## src/rtl/multicycle_control.sv

```systemverilog
// multicycle_control: main control FSM for a multicycle MIPS-style datapath.
// Moore machine: datapath controls are decoded from the state register, with
// mem_ready gating only the FETCH load strobes and the MEM_WRITE completion.
// Optional feature: define MULTICYCLE_CONTROL_JR_EN to add the JR state
// (R-type with funct 001000 jumps to register rs in three cycles).
module multicycle_control (
    input  logic       clk,
    input  logic       rst_n,
    input  logic [5:0] opcode,
    input  logic [5:0] funct,
    input  logic       mem_ready,
    output logic [1:0] aluop,
    output logic       pc_write,
    output logic       pc_write_cond,
    output logic [1:0] pc_source,
    output logic       iord,
    output logic       mem_read,
    output logic       mem_write,
    output logic       ir_write,
    output logic       mem_to_reg,
    output logic       reg_dst,
    output logic       reg_write,
    output logic       alu_src_a,
    output logic [1:0] alu_src_b,
    output logic [3:0] state,
    output logic       instr_done,
    output logic       illegal_op
);

    typedef enum logic [3:0] {
        ST_FETCH     = 4'd0,
        ST_DECODE    = 4'd1,
        ST_MEM_ADDR  = 4'd2,
        ST_MEM_READ  = 4'd3,
        ST_MEM_WB    = 4'd4,
        ST_MEM_WRITE = 4'd5,
        ST_R_EXEC    = 4'd6,
        ST_R_WB      = 4'd7,
        ST_BRANCH    = 4'd8,
        ST_JUMP      = 4'd9,
        ST_I_EXEC    = 4'd10,
`ifdef MULTICYCLE_CONTROL_JR_EN
        ST_I_WB      = 4'd11,
        ST_JR        = 4'd12
`else
        ST_I_WB      = 4'd11
`endif
    } state_t;

    localparam logic [5:0] OP_RTYPE = 6'b000000;
    localparam logic [5:0] OP_LW    = 6'b100011;
    localparam logic [5:0] OP_SW    = 6'b101011;
    localparam logic [5:0] OP_BEQ   = 6'b000100;
    localparam logic [5:0] OP_J     = 6'b000010;
    localparam logic [5:0] OP_ADDI  = 6'b001000;
    localparam logic [5:0] OP_ORI   = 6'b001101;

`ifdef MULTICYCLE_CONTROL_JR_EN
    localparam logic [5:0] FN_JR    = 6'b001000;
`else
    // funct only matters for the JR path; fold it so it is not left dangling.
    logic w_unused_funct;
    assign w_unused_funct = ^funct;
`endif

    state_t r_state;
    logic   w_opcode_legal;

    assign state = r_state;

    // Classify the opcode held in the instruction register.
    always_comb begin
        w_opcode_legal = 1'b0;
        case (opcode)
            OP_RTYPE, OP_LW, OP_SW, OP_BEQ, OP_J, OP_ADDI, OP_ORI: w_opcode_legal = 1'b1;
            default:                                              w_opcode_legal = 1'b0;
        endcase
    end

    // State register and next-state selection; reset wins over any pending wait.
    // NOTE: sequential state uses non-blocking assignments so every flop samples
    // pre-edge values, independent of block evaluation order.
    always_ff @(posedge clk) begin
        if (!rst_n) begin
            r_state <= ST_FETCH;
        end else begin
            case (r_state)
                ST_FETCH:     if (mem_ready) r_state <= ST_DECODE;
                ST_DECODE: begin
                    case (opcode)
                        OP_RTYPE: begin
`ifdef MULTICYCLE_CONTROL_JR_EN
                            if (funct == FN_JR) r_state <= ST_JR;
                            else                r_state <= ST_R_EXEC;
`else
                            r_state <= ST_R_EXEC;
`endif
                        end
                        OP_LW, OP_SW:     r_state <= ST_MEM_ADDR;
                        OP_BEQ:           r_state <= ST_BRANCH;
                        OP_J:             r_state <= ST_JUMP;
                        OP_ADDI, OP_ORI:  r_state <= ST_I_EXEC;
                        default:          r_state <= ST_FETCH;
                    endcase
                end
                ST_MEM_ADDR:  r_state <= (opcode == OP_SW) ? ST_MEM_WRITE : ST_MEM_READ;
                ST_MEM_READ:  if (mem_ready) r_state <= ST_MEM_WB;
                ST_MEM_WRITE: if (mem_ready) r_state <= ST_FETCH;
                ST_R_EXEC:    r_state <= ST_R_WB;
                ST_I_EXEC:    r_state <= ST_I_WB;
                // MEM_WB, R_WB, I_WB, BRANCH, JUMP, JR and unused codes 13-15
                default:      r_state <= ST_FETCH;
            endcase
        end
    end

    // Datapath control decode from the current state.
    always_comb begin
        // NOTE: every output gets a default before the case so no state path
        // leaves one unassigned, which would otherwise infer a latch.
        aluop         = 2'b00;
        pc_write      = 1'b0;
        pc_write_cond = 1'b0;
        pc_source     = 2'b00;
        iord          = 1'b0;
        mem_read      = 1'b0;
        mem_write     = 1'b0;
        ir_write      = 1'b0;
        mem_to_reg    = 1'b0;
        reg_dst       = 1'b0;
        reg_write     = 1'b0;
        alu_src_a     = 1'b0;
        alu_src_b     = 2'b00;
        instr_done    = 1'b0;
        illegal_op    = 1'b0;
        case (r_state)
            ST_FETCH: begin
                mem_read  = 1'b1;
                alu_src_b = 2'b01;
                ir_write  = mem_ready;
                pc_write  = mem_ready;
            end
            ST_DECODE: begin
                alu_src_b  = 2'b11;
                illegal_op = ~w_opcode_legal;
            end
            ST_MEM_ADDR: begin
                alu_src_a = 1'b1;
                alu_src_b = 2'b10;
            end
            ST_MEM_READ: begin
                mem_read = 1'b1;
                iord     = 1'b1;
            end
            ST_MEM_WB: begin
                reg_write  = 1'b1;
                mem_to_reg = 1'b1;
                instr_done = 1'b1;
            end
            ST_MEM_WRITE: begin
                iord       = 1'b1;
                mem_write  = 1'b1;
                instr_done = mem_ready;
            end
            ST_R_EXEC: begin
                alu_src_a = 1'b1;
                aluop     = 2'b10;
            end
            ST_R_WB: begin
                reg_write  = 1'b1;
                reg_dst    = 1'b1;
                instr_done = 1'b1;
            end
            ST_BRANCH: begin
                alu_src_a     = 1'b1;
                aluop         = 2'b01;
                pc_write_cond = 1'b1;
                pc_source     = 2'b01;
                instr_done    = 1'b1;
            end
            ST_JUMP: begin
                pc_write   = 1'b1;
                pc_source  = 2'b10;
                instr_done = 1'b1;
            end
            ST_I_EXEC: begin
                alu_src_a = 1'b1;
                alu_src_b = 2'b10;
                aluop     = (opcode == OP_ORI) ? 2'b11 : 2'b00;
            end
            ST_I_WB: begin
                reg_write  = 1'b1;
                instr_done = 1'b1;
            end
`ifdef MULTICYCLE_CONTROL_JR_EN
            ST_JR: begin
                pc_write   = 1'b1;
                pc_source  = 2'b11;
                instr_done = 1'b1;
            end
`endif
            default: ;
        endcase
    end

endmodule

```

## config.mk

```make
export PLATFORM = sky130hd
export DESIGN_NAME = multicycle_control
export DESIGN_NICKNAME = d
export VERILOG_FILES = /design/src/rtl/multicycle_control.sv
export SDC_FILE = /design/constraint.sdc
export NUM_CORES = 1
export LEC_CHECK = 0
export CORE_ASPECT_RATIO = 0.8
export CORE_UTILIZATION = 33
export DETAILED_ROUTE_END_ITERATION = 8
export PLACE_DENSITY_LB_ADDON = 0.25
export SLEW_MARGIN = 10
export SYNTH_ARGS = -nofsm -noshare
export SYNTH_HDL_FRONTEND = slang
export SYNTH_SLANG_ARGS = --single-unit
```

## constraint.sdc

```tcl
create_clock -name clk -period 1.1 [get_ports clk]
set_input_delay 0.165 -clock clk [delete_from_list [all_inputs] [get_ports clk]]
set_output_delay 0.165 -clock clk [all_outputs]
set_load 0.02 [all_outputs]
```

==> flow_summary.json, run 1 <==
{
  "die_w_microns": 50.5,
  "cts_made_buffers": 3,
  "netlist_instances": 87,
  "cts_buffer_depth": 2,
  "die_h_microns": 40.8,
  "synth_edf_count": 0,
  "grt_max_degree": 9,
  "antenna_found_initial": 0,
  "yosys_warnings": 0,
  "synth_cell_types": 33,
  "io_buffers": 30,
  "grt-worst-endpoint": "instr_done",
  "syn_avg_cell_area_sq_um": 7.15,
  "ios": 37,
  "ys_seq_area_share_pct": 12.9,
  "haltStage": "global routing",
  "root_buffer": "clkbuf_4",
  "start_util_pct": 36.8,
  "hpwl_mm": 2.00,
  "gp_congestion": 0.869,
  "synth_area_sq_um": 622,
  "holdBufCountCts": 0,
  "num_rows": 13,
  "ys_seq_elements": 4,
  "htree_levels": 1,
  "dpl-instance-area_sq_um": 1280,
  "error_line": "[ERROR DPL-0033] detailed placement checks failed during check placement.",
  "synth_flop_cell": "dfxtp_1",
  "async_flop_share_pct": 0,
  "status": "stopped before the end",
  "clkSinkCount": 4,
  "dp.cells": 167,
  "worst-ep-kind": "primary output",
  "syn_nets": 102
}
==> stage by stage <==
stage,hold WS [ns],worst slack (ns),util (%)
3_3_place_gp,0.603,-0.994,75.6
4_1_cts,0.566,-0.346,87.6
2_1_floorplan,0.311,-0.289,-
3_5_place_dp,0.606,-1.03,75.6
==> cells in the mapped netlist, drive strengths merged (2+ instances only) <==
cell | instances | area (sq um)
and3 | 3 | 18.8
a211oi | 4 | 30.0
nand3 | 2 | 10.0
dfxtp | 4 | 80.1
nor3b | 3 | 22.5
nand2 | 3 | 11.3
nand4 | 2 | 12.5
o21a | 2 | 15.0
nand2b | 4 | 25.0
o2bb2ai | 2 | 17.5
a32o | 2 | 20.0
nor3 | 9 | 65.1
inv | 2 | 7.51
xnor2 | 2 | 17.5
nor2 | 10 | 37.5
a21oi | 3 | 15.0
nor2b | 5 | 31.3
nand3b | 2 | 27.5
o21ai | 6 | 30.0
buf | 7 | 48.8
nor4 | 2 | 12.5
==> cells by family after synthesis <==
| logic type | synth area share (%) |
|---|---|
| fa+ha+maj | 1.61 |
| buf+inv | 9.05 |
| xor+xnor | 2.82 |
| simple gates | 47.7 |
| flops | 12.9 |
| compound gates | 26.0 |
==> timing repair <==
item,CTS
buffers inserted,10
gates resized for setup,166
pin swaps,17
setup endpoints to repair,26
==> run 2: changes to the inputs <==
--- a/config.mk
+++ b/config.mk
@@ -5,10 +5,10 @@
 export SDC_FILE = /design/constraint.sdc
 export NUM_CORES = 1
 export LEC_CHECK = 0
-export CORE_ASPECT_RATIO = 0.8
-export CORE_UTILIZATION = 33
+export CORE_AREA = 2 2 63 65
 export DETAILED_ROUTE_END_ITERATION = 8
-export PLACE_DENSITY_LB_ADDON = 0.25
+export DIE_AREA = 0 0 65 67
+export PLACE_DENSITY_LB_ADDON = 0.15
 export SLEW_MARGIN = 10
 export SYNTH_ARGS = -nofsm -noshare
 export SYNTH_HDL_FRONTEND = slang
==> constraint.sdc (replaced) <==
create_clock -name clk -period 1.4 [get_ports clk]
set_input_delay 0.21 -clock clk [delete_from_list [all_inputs] [get_ports clk]]
set_output_delay 0.21 -clock clk [all_outputs]
set_load 0.02 [all_outputs]
==> run 2 against run 1 <==
Against the previous run: synthesized cell count did not move; synthesized area did not move; the flow now finishes, with violations (negative setup slack).
==> flow_summary.json, run 2 <==
{
  "synth_cell_types": 33,
  "synth.most_common_cell": "nor2_1",
  "ff2ff_path_depth": 5,
  "ys_seq_elements": 4,
  "max_freq_ghz": 0.661,
  "area_growth_syn_to_layout_pct": 138,
  "final_common_cell": "buf_4",
  "synthTopCellsByArea": "dfxtp_1 (13%), nor3_2 (6.4%), nor2_1 (6.0%), nor2b_1 (5.0%), o21ai_0 (4.8%)",
  "drive_gt1_share_pct": 66.5,
  "root_buffer": "clkbuf_8",
  "synth_area_sq_um": 622,
  "layoutNonFillerInstCount": 206,
  "die_w_microns": 65,
  "vdd_drop_max_v": 0.000147,
  "rsz0062_at_grt": "yes",
  "die_h_microns": 67,
  "worst_setup_path_end_kind": "output pin",
  "cts_made_buffers": 3,
  "track_usage_pct": 11.5,
  "rr_startpoint": "state[0]",
  "wl_per_cell_microns": 12.4,
  "cts_buffer_depth": 2,
  "drt_iter0_drc": 30,
  "slew_headroom_pct": 84.2,
  "leakagePower_nw": 0.648,
  "clk-insertion-delay-late_ns": 0.22,
  "slew_viol_final": 0,
  "ios": 37,
  "setup_viol_count_final": 9,
  "dp.cells": 195,
  "cts_tree": "done",
  "wl_met2_mm": 1.36,
  "yosys_warnings": 0,
  "netlist_top_cells_count": "nor2_1 (10), o21ai_0 (6), nor2b_1 (5), nor3_1 (5)",
  "critical_path_class": "reg2out",
  "syn_avg_cell_area_sq_um": 7.15,
  "final_cell_mix": "buf_4 (44), buf_6 (15), nor2_1 (8)",
  "synth_flop_cell": "dfxtp_1",
  "syn_nets": 102,
  "io_buffers": 30,
  "start_util_pct": 17.2,
  "dpl-instance-area_sq_um": 1260,
  "worst_ep_required_time_ns": 1.19,
  "hpwl_mm": 1.98,
  "wl_met3_microns": 95,
  "grt_max_degree": 11,
  "layout_min_cycle_time_ns": 1.51,
  "clkSinkCount": 4,
  "maxCapViolations": 0,
  "violations": "negative setup slack",
  "period_share_pct": 108,
  "drt_wl_total_mm": 2.55,
  "grt_pass1_vias": 864,
  "netlist_instances": 87,
  "worstPathMaxFanout": 9,
  "stdcell_area_sq_um": 1480,
  "gp_congestion": 0.807,
  "grt_remaining_overflow": 0,
  "yosys.area.top_type_share_pct": 12.9,
  "min-delay-start": "opcode[4]",
  "antenna_found_initial": 0,
  "async_flop_share_pct": 0,
  "worst_slack_ns": -0.113,
  "top_layer": "met4",
  "num_rows": 22,
  "worst_pin_slew_ns": 0.234,
  "die_area_sq_um": 4360,
  "antenna_left": 0,
  "vias": 937,
  "largest_reg_flops": 4,
  "yosysTopAreaCell": "dfxtp_1",
  "hp-class": "in2reg",
  "hold_viol_final": 0,
  "startpoint": "state[0]",
  "fill_cells": 357,
  "drt_pass1_iterations": 4,
  "clkTransAtPathRegs_ns": 0.03,
  "min_path_cells": 5,
  "htree_levels": 1,
  "nets": 175,
  "ys_seq_area_share_pct": 12.9,
  "place_ws_ns": -0.766,
  "post-route-util_pct": 41.0,
  "arrival_ns": 1.30,
  "drt-met1-wl_mm": 1.06,
  "grt_pass1_wl_mm": 3.96,
  "status": "finished with violations",
  "p_per_area_nw_per_um2": 446,
  "drcViolationCount": 0,
  "clock_skew_ns": 0.00155,
  "synth_edf_count": 0,
  "routed_via_density": 4.55,
  "diodes": 0,
  "core_area_sq_um": 3610,
  "start_kind": "flip-flop"
}
[run 2: cell counts after synthesis]
No cell type changed its count.
[run 2: final cells by class]
| type | count | area (sq um) | area share, % |
|---|---|---|---|
| repair buffers | 75 | 624 | 42.2 |
| inverters | 2 | 7.51 | 0.507 |
| multi-input cells | 74 | 652 | 44.0 |
| flip-flops and latches | 4 | 95.1 | 6.42 |
| well taps | 48 | 60.1 | 4.06 |
| clock buffers | 3 | 41.3 | 2.79 |
[run 2: power by group]
part	leakage (nW)	switching [mW]	internal, mW
sequential	0.0355	0.0114	0.113
clock	0.0216	0.0613	0.183
combinational	0.591	0.137	0.154
total	0.648	0.209	0.450
[run 2: path summary, 6_finish.rpt]
path | end | slack [ns]
setup / recovery | mem_to_reg | -0.11
hold reg to reg | state[0] | 0.77
setup reg to reg | state[1] | 0.06
hold / removal | state[3] | 0.54
[run 2: metrics by stage]
step	TNS, ns	hold WS, ns	power (mW)
after floorplan	-0.692	0.356	0.243
after global placement	-8.32	0.779	0.394
after detailed placement	-8.39	0.760	0.395
after CTS	-1.36	0.664	0.647
after global routing	-1.29	0.616	0.698
final	-0.710	0.543	0.660
[run 2: worst max-delay path, cell delays in order, from the launching register on]
cell and delay [ns]:
dfxtp_4 0.41, inv_1 0.13, buf_4 0.15, and3_1 0.15
clkdlybuf4s15_2 0.25
[run 2: timing repair]
| item | in CTS | in global routing |
|---|---|---|
| resized for setup | 120 | 35 |
| pin swaps | 7 | 9 |
| setup buffers | 3 | 8 |
| setup endpoints to repair | 26 | 18 |
| hold buffers | 0 | 0 |
[run 2: cells by family after synthesis]
kind of cell,share of synthesized area (%)
compound gates,26.0
fa+ha+maj,1.61
xor+xnor,2.82
simple gates,47.7
buf+inv,9.05
flops,12.9
[run 2: per-layer routing]
metal  vias to the layer above  global-route usage (%)
met1                       440                    13.6
met3                         4                    1.18
li1                        468                       -
met2                        25                    21.6
met4                         0                    3.19
met5                         -                       0
Note: power is estimated with default switching activity, not from simulation.
==> patch (config.mk and constraints of run 2) <==
Build with the macro `MULTICYCLE_CONTROL_JR_EN` defined.
--- a/src/rtl/multicycle_control.sv
+++ b/src/rtl/multicycle_control.sv
@@ -5,2 +5,4 @@
 // (R-type with funct 001000 jumps to register rs in three cycles).
+`define MULTICYCLE_CONTROL_JR_EN
+
 module multicycle_control (
Check against the original RTL: not equivalent (a bounded check fails within 4 cycles, from zero or initial values and one cycle with rst_n low).
==> patch against run 2 <==
  * The run still ends with setup timing left
  * Worst setup slack got worse by 0.013 ns
  * Sequential cell count did not move
  * Cell area rose by 26%
  * Utilization rose by 11 points
  * Global-route usage rose by 2.8 points
  * Area after synthesis rose by 8.9%
  * Wire length rose by 23%
  * Power rose by 15%
==> patch: results (changes against run 2) <==
Timing
  • Setup violations, final: 11 (+2)
  • Final Worst Setup Slack: -0.1258 ns (-0.01282 ns)
  • Rel. slew slack: 0.7712 (-0.07124)
  • Min Hold Slack: 0.4066 ns (-0.1361 ns)
  • Worst Skew: 0.002578 ns (+0.001028 ns)

Drt
  • Routed wire per std cell: 12.80 µm (+3.5%)
  • Via Count: 1130 (+21%)
  • Detailed Routing Iterations Pass 1: 4 (unchanged)
  • Via/cell ratio: 4.631 (+1.8%)
  • Met3 routed WL: 124 µm (+31%)
  • Initial DRC Count: 25 (-17%)
  • Highest Signal Layer: met4
  • DRT antenna net count: 0 (unchanged)
  • M1 WL: 1296 µm (+23%)
  • WL met2: 1645 µm (+21%)

Setup path
  • R2R Setup Slk: 0.09 ns (+0.03 ns)
  • CP Max Fanout: 8 (-1)
  • Setup crit start: state[1]$_SDFFE_PN0P_
  • Critical R2R Capture: state[2]$_SDFFE_PN0P_
  • FF-to-FF Start: state[0]$_SDFFE_PN0P_
  • Crit path to: illegal_op
  • Crit path DAT: 1.32 ns (+0.02 ns)
  • Worst R2R Path Depth: 7 (+2)

Synth
  • Mapped Avg Cell Area: 6.702 µm² (-6.2%)
  • Asr flop ratio synth: 0 (unchanged)
  • Register area share after synthesis: 0.1183 (-0.01047)
  • Synth cell types: 37 (+12%)
  • Top cells by count, synth: 11 x nand2_1, 9 x nor3_1, 8 x nor2_1, 6 x nand2b_1
  • Syn_nets: 116 (+14%)
  • Syn. warnings: 0 (unchanged)
  • Synth top area cells: dfxtp_1 12%, buf_6 8.3%, nor3_1 6.7%

Global routing
  • Largest net degree at the start of global routing: 13 (+2)
  • Global-route wire length before repair: 4947 µm (+25%)
  • GRT Util Overall: 0.1431 (+0.02848)
  • Initial antenna violation count: 0 (unchanged)

Outcome
  • Status: complete, but fails checks
  • Failing checks: setup timing

Clock tree
  • H-Tree Depth: 1 (unchanged)
  • CTS Buf Count: 3 (unchanged)
  • Worst-skew pair later-pin latency: 0.22 ns (about the same)
  • Clock slew at reported path FFs: 0.03 ns (about the same)
  • CTS root buf: clkbuf_8
  • Clk buf depth: 2 (unchanged)

Cells and area
  • Ant diodes: 0 (unchanged)
  • Share of post-route cells with drive strength above 1: 0.7092 (+0.04463)
  • Net count, final: 213 (+22%)
  • # fillers: 363 (+1.7%)
  • Max reg flops: 4 (unchanged)

Min path
  • HP Class: in2reg

Power
  • Cell internal pwr: 0.0005265 W (+17%)
  • Pleak: 0.8060 nW (+24%)
  • Worst IR Drop VDD: 0.2355 mV (+60%)

Place
  • Placed cell count: 223 (+14%)
  • Detail Placement HPWL: 2227 µm (+13%)
  • Number of I/O port buffers: 36 (+20%)
  • Gp weighted congestion: 0.8750 (+8.5%)
[patch: cells by family after synthesis]
family,synth area share
AOI/OAI and AO/OA,0.2847
xor gates and xnor gates,0.03882
buffers and inverters,0.1331
DFF,0.1183
and+or+nand+nor,0.4251
[patch: per-layer routing]
metal,GRT usage,vias to the layer above
li1,-,564
met5,0,-
met4,0.06915,0
met3,0.01182,6
met1,0.1561,523
met2,0.2758,37
[patch: worst min path at each step]
stage	startpoint	endpoint	cells after the start
6_report	opcode[5]	state[3]$_SDFFE_PN0P_	5
5_1_grt	opcode[5]	state[3]$_SDFFE_PN0P_	5
4_1_cts	opcode[5]	state[3]$_SDFFE_PN0P_	5
3_5_place_dp	state[0]$_SDFFE_PN0P_	state[2]$_SDFFE_PN0P_	3
3_3_place_gp	state[0]$_SDFFE_PN0P_	state[1]$_SDFFE_PN0P_	2
2_1_floorplan	rst_n	state[0]$_SDFFE_PN0P_	2
[patch: power by group through the flow]
stage / Sequential (W) / Combinational (W) / Clock [W]
4_1_cts: 0.000124 / 0.000362 / 0.000251
6_report: 0.000122 / 0.000397 / 0.000243
2_1_floorplan: 0.000128 / 0.000141 / 0
3_3_place_gp: 0.000129 / 0.000303 / 0
3_5_place_dp: 0.000130 / 0.000305 / 0
5_1_grt: 0.000122 / 0.000423 / 0.000259
[patch: repair_timing]
action,in CTS,in global routing
hold endpoints to repair,0,0
cloned,0,0
setup buffers,9,9
pin swaps,14,22
gates resized for setup,172,38
endpoints found under the setup margin,26,17
[patch: worst max-delay path, cell delays in order, from the launching register on]
cell	delay [ns]
dfxtp_4	0.37
buf_6	0.14
nor2_2	0.13
nand2_1	0.11
a211oi_4	0.19
buf_6	0.15
[patch: cell type report]
| cell class | instances | area [µm²] | area share |
|---|---|---|---|
| timing repair buffer | 101 | 888.4 | 0.4771 |
| multi-input combinational | 85 | 765.7 | 0.4113 |
| tap | 48 | 60.06 | 0.03226 |
| sequential | 4 | 95.09 | 0.05108 |
| clock buffer | 3 | 41.29 | 0.02218 |
| inverter | 3 | 11.26 | 0.006048 |
[patch: per-stage QoR]
step | utilization | setup slack, ns | area [µm²] | setup TNS, ns
6_report | 0.5163 | -0.1258 | 1862 | -0.6665
5_1_grt | 0.5163 | -0.1888 | 1862 | -1.299
4_1_cts | 0.4646 | -0.1752 | 1675 | -1.135
3_5_place_dp | 0.4025 | -1.024 | 1451 | -9.710
3_3_place_gp | 0.4025 | -0.9662 | 1451 | -9.439
2_1_floorplan | - | -0.1286 | 770.7 | -0.3861
